==> src/rtl/mesi_types.sv <==
// -----------------------------------------------------------------------------
// mesi_types
// Shared type definitions for the MESI snoop bus.
//   bus_request : command a cache controller places on the snoop bus.
//                 No_OP means "no request".
// -----------------------------------------------------------------------------
package mesi_types;

    typedef enum logic [2:0] {
        No_OP   = 3'd0,
        BusRd   = 3'd1,
        BusRdX  = 3'd2,
        BusUpgr = 3'd3,
        Flush   = 3'd4
    } bus_request;

endpackage : mesi_types

==> src/rtl/snoop_bus_arbiter.sv <==
// -----------------------------------------------------------------------------
// snoop_bus_arbiter
// Round-robin arbiter and transaction sequencer for the shared MESI snoop bus.
// One cache owns the bus at a time. The winner's command and address are
// broadcast to all snoopers, and ownership is held until bus_done.
//
// Optional feature (compile-time macro SNOOP_ARB_TIMEOUT_EN):
//   WAIT-state watchdog. After TIMEOUT_CYCLES WAIT cycles without bus_done,
//   the transaction is aborted and timeout_err pulses. Without the macro,
//   WAIT holds indefinitely and timeout_err is always 0.
//
// Ports:
//   clk         in   system clock
//   rst         in   asynchronous active-high reset
//   req_cmd     in   per-cache bus request (No_OP = idle)
//   req_addr    in   per-cache request address
//   bus_done    in   current transaction finished
//   cmd_out     out  broadcast command
//   addr_out    out  broadcast address
//   bus_owner   out  one-hot owner, all zero = bus idle
//   bcast_valid out  one-cycle pulse marking a new broadcast
//   busy        out  high while a transaction is in flight
//   timeout_err out  one-cycle pulse on watchdog abort
// -----------------------------------------------------------------------------
module snoop_bus_arbiter
    import mesi_types::*;
#(
    parameter int N_CACHES       = 2,
    parameter int ADDR_W         = 8,
    parameter int TIMEOUT_CYCLES = 64
) (
    input  logic                             clk,
    input  logic                             rst,
    input  bus_request                       req_cmd [N_CACHES],
    input  logic [N_CACHES-1:0][ADDR_W-1:0]  req_addr,
    input  logic                             bus_done,
    output bus_request                       cmd_out,
    output logic [ADDR_W-1:0]                addr_out,
    output logic [N_CACHES-1:0]              bus_owner,
    output logic                             bcast_valid,
    output logic                             busy,
    output logic                             timeout_err
);

    localparam int IDX_W = $clog2(N_CACHES);

    typedef enum logic [1:0] {
        IDLE  = 2'd0,
        BCAST = 2'd1,
        WAIT  = 2'd2
    } state_t;

    // Reject unsupported configurations at elaboration time.
    if ((N_CACHES < 2) || (N_CACHES > 8) || (TIMEOUT_CYCLES < 1)) begin : g_bad_param
        $error("snoop_bus_arbiter: N_CACHES must be 2..8 and TIMEOUT_CYCLES >= 1");
    end

    state_t             state_r;
    logic [IDX_W-1:0]   last_owner_r;
    logic [IDX_W-1:0]   grant_idx_r;
    logic               found_s;
    logic [IDX_W-1:0]   win_idx_s;

`ifdef SNOOP_ARB_TIMEOUT_EN
    localparam int CNT_W = $clog2(TIMEOUT_CYCLES + 1);
    logic [CNT_W-1:0]   wait_cnt_r;
`endif

    // Round-robin pick: scan upward from last_owner+1 with wrap, so the
    // previous owner is examined last and gets the lowest priority.
    always_comb begin
        found_s   = 1'b0;
        win_idx_s = {IDX_W{1'b0}};
        for (int k = 1; k <= N_CACHES; k++) begin
            if (!found_s && (req_cmd[IDX_W'((int'(last_owner_r) + k) % N_CACHES)] != No_OP)) begin
                found_s   = 1'b1;
                win_idx_s = IDX_W'((int'(last_owner_r) + k) % N_CACHES);
            end else begin
                found_s   = found_s;
            end
        end
    end

    // Sequencer FSM with registered broadcast outputs.
    always_ff @(posedge clk or posedge rst) begin
        if (rst) begin
            state_r      <= IDLE;
            last_owner_r <= IDX_W'(N_CACHES - 1);
            grant_idx_r  <= {IDX_W{1'b0}};
            cmd_out      <= No_OP;
            addr_out     <= {ADDR_W{1'b0}};
            bus_owner    <= {N_CACHES{1'b0}};
            bcast_valid  <= 1'b0;
            busy         <= 1'b0;
            timeout_err  <= 1'b0;
`ifdef SNOOP_ARB_TIMEOUT_EN
            wait_cnt_r   <= {CNT_W{1'b0}};
`endif
        end else begin
            case (state_r)
                IDLE: begin
                    timeout_err <= 1'b0;
                    if (found_s) begin
                        cmd_out     <= req_cmd[win_idx_s];
                        addr_out    <= req_addr[win_idx_s];
                        bus_owner   <= {{(N_CACHES-1){1'b0}}, 1'b1} << win_idx_s;
                        grant_idx_r <= win_idx_s;
                        bcast_valid <= 1'b1;
                        busy        <= 1'b1;
                        state_r     <= BCAST;
                    end else begin
                        cmd_out     <= No_OP;
                        addr_out    <= {ADDR_W{1'b0}};
                        bus_owner   <= {N_CACHES{1'b0}};
                        bcast_valid <= 1'b0;
                        busy        <= 1'b0;
                    end
                end
                // Single broadcast cycle; bus_done is deliberately not looked at.
                BCAST: begin
                    bcast_valid <= 1'b0;
                    state_r     <= WAIT;
`ifdef SNOOP_ARB_TIMEOUT_EN
                    wait_cnt_r  <= {CNT_W{1'b0}};
`endif
                end
                WAIT: begin
                    // bus_done has priority over a watchdog expiry in the same cycle.
                    if (bus_done) begin
                        cmd_out      <= No_OP;
                        addr_out     <= {ADDR_W{1'b0}};
                        bus_owner    <= {N_CACHES{1'b0}};
                        busy         <= 1'b0;
                        last_owner_r <= grant_idx_r;
                        state_r      <= IDLE;
`ifdef SNOOP_ARB_TIMEOUT_EN
                    end else if (wait_cnt_r == CNT_W'(TIMEOUT_CYCLES - 1)) begin
                        cmd_out      <= No_OP;
                        addr_out     <= {ADDR_W{1'b0}};
                        bus_owner    <= {N_CACHES{1'b0}};
                        busy         <= 1'b0;
                        timeout_err  <= 1'b1;
                        last_owner_r <= grant_idx_r;
                        state_r      <= IDLE;
                    end else begin
                        wait_cnt_r   <= wait_cnt_r + CNT_W'(1'b1);
                    end
`else
                    end else begin
                        state_r      <= WAIT;
                    end
`endif
                end
                default: begin
                    state_r     <= IDLE;
                    cmd_out     <= No_OP;
                    addr_out    <= {ADDR_W{1'b0}};
                    bus_owner   <= {N_CACHES{1'b0}};
                    bcast_valid <= 1'b0;
                    busy        <= 1'b0;
                    timeout_err <= 1'b0;
                end
            endcase
        end
    end

endmodule : snoop_bus_arbiter

==> config.mk <==
export PLATFORM = sky130hd
export DESIGN_NAME = snoop_bus_arbiter
export DESIGN_NICKNAME = d
export VERILOG_FILES = /design/src/rtl/mesi_types.sv /design/src/rtl/snoop_bus_arbiter.sv
export SDC_FILE = /design/constraint.sdc
export NUM_CORES = 1
export LEC_CHECK = 0
export ABC_AREA = 1
export CAP_MARGIN = 20
export CORE_MARGIN = 2
export CORE_UTILIZATION = 43
export DETAILED_ROUTE_END_ITERATION = 12
export PLACE_DENSITY = 0.88
export SLEW_MARGIN = 20
export SYNTH_ARGS = -nofsm -noshare
export SYNTH_HDL_FRONTEND = slang
export SYNTH_SLANG_ARGS = --single-unit
==> constraint.sdc <==
create_clock -name clk -period 2.39 [get_ports clk]
set_input_delay 0.3585 -clock clk [delete_from_list [all_inputs] [get_ports clk]]
set_output_delay 0.3585 -clock clk [all_outputs]
set_load 0.1 [all_outputs]
# == Word-level counts from Yosys, hierarchy flattened ==
# Cells that the tools add are included.
# word_totals
n_memories,0
register_bits,19
output_inout_bits,16
latch_bits,0
mem_bits_ro,0
in_bits,25
ramBits,0
# op_classes
eq_ne,4
reduce_logical,8
shift,1
mul,0
bitwise_logic,4
order_cmp,4
add_sub_neg,2
div_mod_pow,0
mux,29
# op_table
operator,count
8-bit 2-to-1 mux,4
3-bit 2-to-1 mux,9
8-bit case mux with 3 select lines,1
2-bit case mux with 3 select lines,2
3-bit case mux with 3 select lines,1
2-bit 2-to-1 mux,4
1-bit 2-to-1 mux,6
2-bit AND reduction,3
3-bit nonzero test,2
1-bit by 2-bit >= comparator with 1-bit output (second input constant),2
2-bit != test (second input constant),2
1-bit NOT,3
1-bit case mux with 3 select lines,1
1-bit adder (second input constant),2
2-bit by 1-bit == test with 1-bit output (second input constant),1
2-bit == test (second input constant),1
2-bit >= comparator (second input constant),1
2-bit logical NOT,1
1-bit by 2-bit less-than comparator with 1-bit output (second input constant),1
1-bit NOT with 2-bit output,1
1-bit case mux with 2 select lines,1
1-bit by 1-bit left shift with 2-bit output (first input constant),1
1-bit logical AND,1
1-bit logical NOT,1

# == Longest topological paths before layout ==
# Gate-level depths: netlist (run 1).
# logic_depth
ltp_word,16
depth_mapped,7
ltp_nobuf,6

# == Worst setup path after synthesis (run 1) ==
# No wires, ideal clock.
# synth_path
path_kind,reg-to-output
start,register addr_out[4]
end,output port addr_out[4]
t_arrival_ns,0.911
path_slack_ns,1.121
required_ns,2.032
path_buffers,0
stages_incl_launch_ff,1
cell_sequence,dfrtp_1
# synth_rtl
item,line,source
from (decl),snoop_bus_arbiter.sv:38,"output logic [ADDR_W-1:0] addr_out,"
from (signal assigned),snoop_bus_arbiter.sv:91,addr_out <= {ADDR_W{1'b0}};
from (signal assigned),snoop_bus_arbiter.sv:105,addr_out <= req_addr[win_idx_s];
from (signal assigned),snoop_bus_arbiter.sv:113,addr_out <= {ADDR_W{1'b0}};
# No word-level cell between the ends.

# == Worst setup path after layout (run 1) ==
# layout_path
start,register cmd_out[1]
end,output port cmd_out[1]
# layout_rtl
item,line,source
from (decl),snoop_bus_arbiter.sv:37,"output bus_request cmd_out,"
from (signal assigned),snoop_bus_arbiter.sv:90,cmd_out <= No_OP;
from (signal assigned),snoop_bus_arbiter.sv:104,cmd_out <= req_cmd[win_idx_s];
from (signal assigned),snoop_bus_arbiter.sv:112,cmd_out <= No_OP;
# No word-level cell between the ends.

==> run metrics, run 1 <==
outcome=completed; initial antenna violation count=0; # IOs=41; die height=49.7 µm; # hold bufs at CTS=0; fin crit share=55.9%; clock buffer depth=2; Min-Delay Path Class=in -> async; slowest CP cell=dfrtp_1; Post-Place Cells=174; final hold vios=0; Max Cap Viol=0; Initial Util=45.8%; crit path cell chain=buf_4; Slew HR=52.6%; hpwl dp=1.59 mm; Multi-input gate area=362 µm²; Slew @ Worst Pin=0.711 ns; CP Buf/Inv Count=1; Placement Rows=16; fillers=172; post-layout minimum cycle time=1.34 ns; DRT iter0 DRCs=31; Nets=177; crit-path leading delay family=flip-flops; PortBufs=39; Vias per Instance=4.78; CTS Sinks=19; CTS Buf Count=3; syn nets=137; Synth Warn #=0; crit-path max FO=2; GRT Overall Usage=17.8%; CTS tree=done; Die Area=2470 µm²; Startpoint Class=flip-flop; Placeable Area=1960 µm²; root buffer cell=clkbuf_4; Pre-antenna DRT Iters=5; Max Freq=749 MHz; number of remaining DRC errors=0; Cell Area, Synth=898 µm²; crit-path max cell delay=0.39 ns; Setup Crit Path Kind=reg -> out; fraction of layout cells with a size suffix above 1=19.9%; average size of a mapped cell=8.02 µm²; Max Slew Vio Count=0; final hold slack=0.477 ns; Cells after Synth=112; routed vias=850; RSZ-0062 raised after global routing=no; CTS resizes=0; Post-Layout Cell Count=178; largest net degree at the start of global routing=20; #FFs+latches synth=19; crit end category=output port; CP required=2.03 ns; Seq/Total Area, Yosys=53.1%; ANT nets after route=0; worst setup margin=1.05 ns; Sequential Area=477 µm²; area grow syn2layout=42.5%; first-pass GRT wire length=3.37 mm; Critical Path AT=0.98 ns; routed wire length=2.12 mm; total congestion overflow=0; final setup fails=0; final setup TNS=0 ns; total setup buffers inserted after CTS=0; Netlist cell types=18; Setup Skew=0.00515 ns; Worst-Skew Late Latency=0.29 ns; Setup WS pre-CTS=0.855 ns; H-tree depth=1; Routed WL per cell=11.9 µm; Routability Congestion=0.816; Die Width=49.7 µm; clock slew at reported path FFs=0.11 ns; vias in the first global route=784; diode count=0
## stage by stage
step,util [%],instance area [µm²]
2_1_floorplan,-,898
3_3_place_gp,63.9,1250
3_5_place_dp,63.9,1250
4_1_cts,65.2,1280
5_1_grt,65.2,1280
6_report,65.2,1280
## layer usage
| layer | routed length [µm] | part of all wire, % | track usage (%) |
|---|---|---|---|
| met2 | 1050 | 50 | 30.0 |
| met5 | 0 | 0 | 0 |
| met4 | 27 | 1.3 | 9.26 |
| met1 | 940 | 44 | 21.9 |
| met3 | 99 | 4.7 | 2.73 |
## layout make-up
cell class	instances	share of cell area (%)
clock buffers	4	2.05
inverters	7	2.25
multi-input cells	82	28.3
flip-flops and latches	19	37.2
well taps	27	2.64
repair buffers	39	27.6
## Yosys cell counts
master / count / share of area, %
inv_4: 1 / 0.70
dfstp_2: 1 / 2.9
nand4_1: 3 / 2.1
nand3_1: 9 / 5.0
buf_2: 1 / 0.56
nor2_4: 1 / 1.3
buf_6: 1 / 1.3
buf_4: 2 / 1.7
nand2_1: 33 / 14
o21ai_4: 1 / 1.8
nand2_2: 5 / 3.5
dfrtp_1: 18 / 50
a21oi_1: 1 / 0.56
inv_2: 3 / 1.3
conb_1: 1 / 0.42
nor2_1: 27 / 11
inv_1: 3 / 1.3
o21ai_0: 1 / 0.56
## cell usage in the layout (no fill, tap or decap)
cell type / n
clkbuf_4: 3
clkdlybuf4s50_1: 24
nand2_2: 5
nand3_1: 9
nand2_1: 33
clkbuf_1: 1
conb_1: 1
dfstp_2: 1
nor2_4: 1
nand4_1: 3
inv_4: 1
inv_1: 3
nor2_1: 27
buf_4: 15
o21ai_0: 1
a21oi_1: 1
inv_2: 3
o21ai_4: 1
dfrtp_1: 18
## registers in the layout (all words and copies together), names as in the netlist
name,flops
last_owner_r,1
cmd_out,3
addr_out,8
bcast_valid,1
grant_idx_r,1
bus_owner,2
state_r,2
busy,1
## kinds of logic (layout without fill, tap and decap cells)
group	after synthesis	in the layout	synth area share, %
and+or+nand+nor	78	78	36.9
AOI/OAI and AO/OA	3	3	2.92
other	1	1	0.417
DFF	19	19	53.1
buffers and inverters	11	50	6.68
## final timing paths
path / startpoint / endpoint / slack [ns] / cells after the start
min in group clk: addr_out[1] / addr_out[1] / 0.49 / 2
max in group asynchronous: rst / state_r[0] / 1.46 / 2
max reg2reg: last_owner_r / cmd_out[0] / 1.16 / 4
min reg2reg: addr_out[1] / addr_out[1] / 0.49 / 2
min: rst / bus_owner[0] / 0.48 / 2
max: cmd_out[1] / cmd_out[1] / 1.05 / 1
Power of run 1 is not shown: default switching activity piles up to over one toggle a cycle in this logic, so the estimate is an artifact.
==> inputs of run 2 (changes only) <==
--- a/config.mk
+++ b/config.mk
@@ -8,9 +8,9 @@
 export ABC_AREA = 1
 export CAP_MARGIN = 20
 export CORE_MARGIN = 2
-export CORE_UTILIZATION = 43
+export CORE_UTILIZATION = 36
 export DETAILED_ROUTE_END_ITERATION = 12
-export PLACE_DENSITY = 0.88
+export PLACE_DENSITY = 0.79
 export SLEW_MARGIN = 20
 export SYNTH_ARGS = -nofsm -noshare
 export SYNTH_HDL_FRONTEND = slang
==> constraint.sdc (replaced) <==
create_clock -name clk -period 1.1 [get_ports clk]
set_input_delay 0.165 -clock clk [delete_from_list [all_inputs] [get_ports clk]]
set_output_delay 0.165 -clock clk [all_outputs]
set_load 0.1 [all_outputs]
==> run 2 against run 1 <==
Design area rose by 27%. Setup slack lost 1.0 ns. Global-route usage shrank 1.2 points. Flip-flop and latch count is the same. Clock skew grew 0.0019 ns. Final cell count increased by 6.7%. Hold slack got worse by 0.31 ns. Via count increased by 4.7%. Sequential share of layout area fell by 6.7 points. Highest routed layer unchanged.
==> run metrics, run 2 (synthesized netlist as in run 1, its figures left out) <==
R2R depth=5 (+1); Max Cap Viol=0 (unchanged); most common cell after layout, fill and taps aside=nand2_1; worst setup margin=0.0100 ns (-1.04 ns); Most flops, register=addr_out; GRT Overall Usage=16.6% (-1.2 points); first-pass GRT wire length=3.41 mm (+1.0%); routed wire length=2.19 mm (+3.4%); largest net degree at the start of global routing=20 (unchanged); Critical Path AT=0.93 ns (-0.05 ns); crit path cell chain=buf_12; clock buffer depth=2 (unchanged); CP Buf/Inv Count=1 (unchanged); number of flip-flops in the largest register=8 (unchanged); root buffer cell=clkbuf_4; outcome=completed; crit-path max cell delay=0.45 ns (+0.06 ns); CP required=0.94 ns (-1.09 ns); routed vias=890 (+4.7%); final setup fails=0 (unchanged); Max Freq=917 MHz; Routability Congestion=0.884 (+8.3%); # hold bufs at CTS=0 (unchanged); fraction of layout cells with a size suffix above 1=41.3% (+21 points); crit-path max FO=2 (unchanged); Placeable Area=2410 µm² (+23%); most frequent cells in the layout=nand2_1 (29), clkdlybuf4s50_1 (24), nor2_1 (22); hpwl dp=1.65 mm (+3.5%); Pre-antenna DRT Iters=4 (-1); # IOs=41 (unchanged); Nets=186 (+5.1%); Worst-Skew Late Latency=0.30 ns (about the same); CTS Buf Count=3 (unchanged); Routed WL per cell=11.5 µm (-3.1%); Setup WS pre-CTS=-0.195 ns (-1.05 ns); CP Depth=1 (unchanged); crit end category=output port; Startpoint Class=flip-flop; crit-path leading delay family=flip-flops; ANT nets after route=0 (unchanged); post-layout minimum cycle time=1.09 ns; Max Slew Vio Count=0 (unchanged); number of remaining DRC errors=0 (unchanged); DRT iter0 DRCs=8 (-74%); clock slew at reported path FFs=0.11 ns (about the same); biggest regs=addr_out x8, cmd_out x3; CTS tree=done; diode count=0 (unchanged); Die Area=2910 µm² (+18%); Initial Util=37.3% (-8.5 points); total congestion overflow=0 (unchanged); Placement Rows=18 (+2); PortBufs=39 (unchanged); initial antenna violation count=0 (unchanged); H-tree depth=1 (unchanged); slowest CP cell=dfrtp_2; Setup Crit Path Kind=reg -> out; final hold slack=0.171 ns (-0.306 ns); final hold vios=0 (unchanged); Vias per Instance=4.68 (-1.9%); Die Width=54.0 µm (+8.6%); vias in the first global route=796 (+1.5%); Setup Skew=0.00704 ns (+0.00189 ns); Min-Delay Path Class=in -> async; area grow syn2layout=81.6%; RSZ-0062 raised after global routing=yes; CTS Sinks=19 (unchanged); fin crit share=99.1%; die height=54.0 µm (+8.6%)
-- run 2: changes by cell type in the layout (fill, tap and decap cells not counted), sizes merged --
cell,before,now
buf,15,24
clkbuf,4,3
clkinv,0,2
inv,7,6
-- run 2: cell type report --
class	count	area, µm²
Fill cell	172	778
Timing Repair Buffer	48	628
Sequential cell	19	498
Multi-Input combinational cell	82	394
Inverter	7	46.3
Tap cell	30	37.5
Clock buffer	3	22.5
Clock inverter	1	5.00
-- run 2: path summary, 6_finish.rpt --
kind                               from           end  slack (ns)
hold reg to reg             grant_idx_r   grant_idx_r        0.51
hold / removal                      rst   addr_out[2]        0.17
setup / recovery            addr_out[1]   addr_out[1]        0.01
min in group clk             req_cmd[2]    cmd_out[2]        0.45
setup reg to reg           last_owner_r   addr_out[7]        0.01
max in group asynchronous           rst  last_owner_r        0.72
-- run 2: stage by stage --
step	util, %	TNS, ns	instance area, µm²	instances
final	67.7	0	1630	190
after floorplan	-	-0.0509	931	112
after CTS	64.6	0	1560	187
after global placement	63.3	-1.89	1530	183
after detailed placement	63.3	-2.60	1530	183
after global routing	67.7	-0.323	1630	190
-- run 2: metal layers --
layer  GRT usage, %  share of wire [%]  vias up
met1           20.9                 41      420
met3           1.94                3.5        6
met4           10.3                2.9        0
li1               -                  -      443
met5              0                  0        -
met2           27.0                 52       21
-- run 2: timing repair --
| item | 4_1_cts | 5_1_grt |
|---|---|---|
| endpoints found under the setup margin | 5 | 17 |
| gates resized for setup | 2 | 18 |
| pin swaps | 1 | 14 |
| setup buffers | 0 | 3 |
| cloned | 0 | 0 |
Power of run 2 is left out for the same reason.
==> inputs of run 3 (changes only) <==
--- a/config.mk
+++ b/config.mk
@@ -10,7 +10,9 @@
 export CORE_MARGIN = 2
 export CORE_UTILIZATION = 36
 export DETAILED_ROUTE_END_ITERATION = 12
+export GPL_ROUTABILITY_DRIVEN = 0
 export PLACE_DENSITY = 0.79
+export REMOVE_ABC_BUFFERS = 1
 export SLEW_MARGIN = 20
 export SYNTH_ARGS = -nofsm -noshare
 export SYNTH_HDL_FRONTEND = slang
==> run 3 against run 2 <==
Routed wire length is 0.41% higher. Hold slack lost 0.076 ns. Utilization is 1.5 points lower. First-iteration DRC count grew 25%. Maximum frequency about the same. Die area is the same. Final cell count rose by 2.1%. Via count is 3.7% higher. Largest cell class unchanged. Setup slack hardly changed. Critical path depth is the same. Design area decreased by 2.1%. Sequential share of layout area is 0.51 points lower.
==> run metrics, run 3 (synthesized netlist as in run 1, its figures left out) <==
worst setup margin=0.0102 ns (+0.000247 ns); CTS Buf Count=3 (unchanged); placed cell area=1500 µm² (-1.8%); H-tree depth=1 (unchanged); Startpoint Class=flip-flop; post-layout minimum cycle time=1.09 ns (-0.000247 ns); Die Area=2910 µm² (unchanged); RSZ-0062 raised after global routing=yes; first-pass GRT wire length=3.39 mm (-0.62%); Routed WL per cell=11.3 µm (-1.7%); crit-path leading delay family=flip-flops; fin crit share=99.1% (about the same); Placeable Area=2410 µm² (unchanged); Die Width=54.0 µm (unchanged); routed vias=923 (+3.7%); routed wire length=2.20 mm (+0.41%); Nets=190 (+2.2%); initial antenna violation count=0 (unchanged); most frequent cells in the layout=nand2_1 (33), nor2_1 (26), clkdlybuf4s50_1 (24); WL met3=161 µm (+110%); # IOs=41 (unchanged); Max Freq=918 MHz (about the same); Min-Delay Path Class=in -> async; outcome=completed; Worst Setup SP=bus_owner[1]; most common cell after layout, fill and taps aside=nand2_1; number of flip-flops in the largest register=8 (unchanged); Setup Crit Path Kind=reg -> out; CP required=0.94 ns (about the same); crit-path max cell delay=0.44 ns (about the same); crit end category=output port; clock buffer depth=2 (unchanged); Setup WS pre-CTS=-0.199 ns (-0.00438 ns); total congestion overflow=0 (unchanged); Vias per Instance=4.76 (+1.6%); final setup fails=0 (unchanged); clock slew at reported path FFs=0.12 ns (about the same); final setup TNS=0 ns (unchanged); diode count=0 (unchanged); GRT Overall Usage=16.5% (-0.16 points); crit path cell chain=buf_12; met2 WL=1.18 mm (+3.0%); Placement Rows=18 (unchanged); fillers=182 (+5.8%); Post-Layout Inst Area=1600 µm² (-2.1%); Setup Skew=0.0132 ns (+0.00614 ns); Metal-1 WL=845 µm (-6.3%); Most flops, register=addr_out; Max Cap Viol=0 (unchanged); highest routed metal layer=met4; Max Slew Vio Count=0 (unchanged); # hold bufs at CTS=0 (unchanged); area grow syn2layout=77.7%; biggest regs=addr_out x8, cmd_out x3; Initial Util=37.3% (unchanged); DRT iter0 DRCs=10 (+2); slowest CP cell=dfrtp_1; largest net degree at the start of global routing=16 (-20%); ANT nets after route=0 (unchanged); Pre-antenna DRT Iters=5 (+1); Worst-Skew Late Latency=0.30 ns (about the same); CTS tree=done; root buffer cell=clkbuf_4; r2r startpoint=state_r[1]; hpwl dp=1.70 mm (+3.0%); CP Buf/Inv Count=1 (unchanged); final hold vios=0 (unchanged); vias in the first global route=838 (+5.3%); crit-path max FO=2 (unchanged); fraction of layout cells with a size suffix above 1=28.7% (-13 points); number of remaining DRC errors=0 (unchanged); CTS Sinks=19 (unchanged); die height=54.0 µm (unchanged); PortBufs=39 (unchanged); Critical Path AT=0.92 ns (about the same)
## run 3: cell types whose count changed in the layout (fill, tap and decap cells not counted)
cell / change
buf_12: -1
dfrtp_2: -15
nor2_2: -3
buf_6: -1
buf_4: +6
nand2_2: -4
nor2_4: -1
nor2_1: +4
inv_8: -1
nand2_1: +4
dfrtp_1: +15
inv_4: +1
## run 3: final timing paths
path,end,slack [ns],cells after the start
worst max register to register,addr_out[0],0.06,6
min in group clk,cmd_out[0],0.45,3
max in group asynchronous,state_r[0],0.60,3
worst max-delay path,bus_owner[1],0.01,1
worst min-delay path,bus_owner[1],0.1,2
worst min register to register,grant_idx_r,0.52,2
## run 3: layout make-up
class	count	area (µm²)	area share [%]
Timing Repair Buffer	52	642	40.2
Sequential cell	19	479	30.0
Multi-Input combinational cell	82	369	23.1
Inverter	7	41.3	2.59
Tap cell	30	37.5	2.35
Clock buffer	3	22.5	1.41
Clock inverter	1	5.00	0.313
## run 3: timing repair
action	CTS	global route
setup endpoints to repair	9	23
gates resized for setup	4	7
setup buffers	0	6
pin swaps	0	2
## run 3: metal layers
metal	vias up	track usage (%)
met3	2	3.89
met1	434	19.0
met2	35	28.5
li1	452	-
met5	-	0
met4	0	7.69
## run 3: metrics by stage
stage,util (%),hold WS [ns],std cells
floorplan,-,0.115,108
global placement,62.1,0.424,184
CTS,63.6,0.101,188
finish,66.3,0.0950,194
global route,66.3,0.114,194
detailed placement,62.1,0.429,184
Power of run 3 is left out for the same reason.
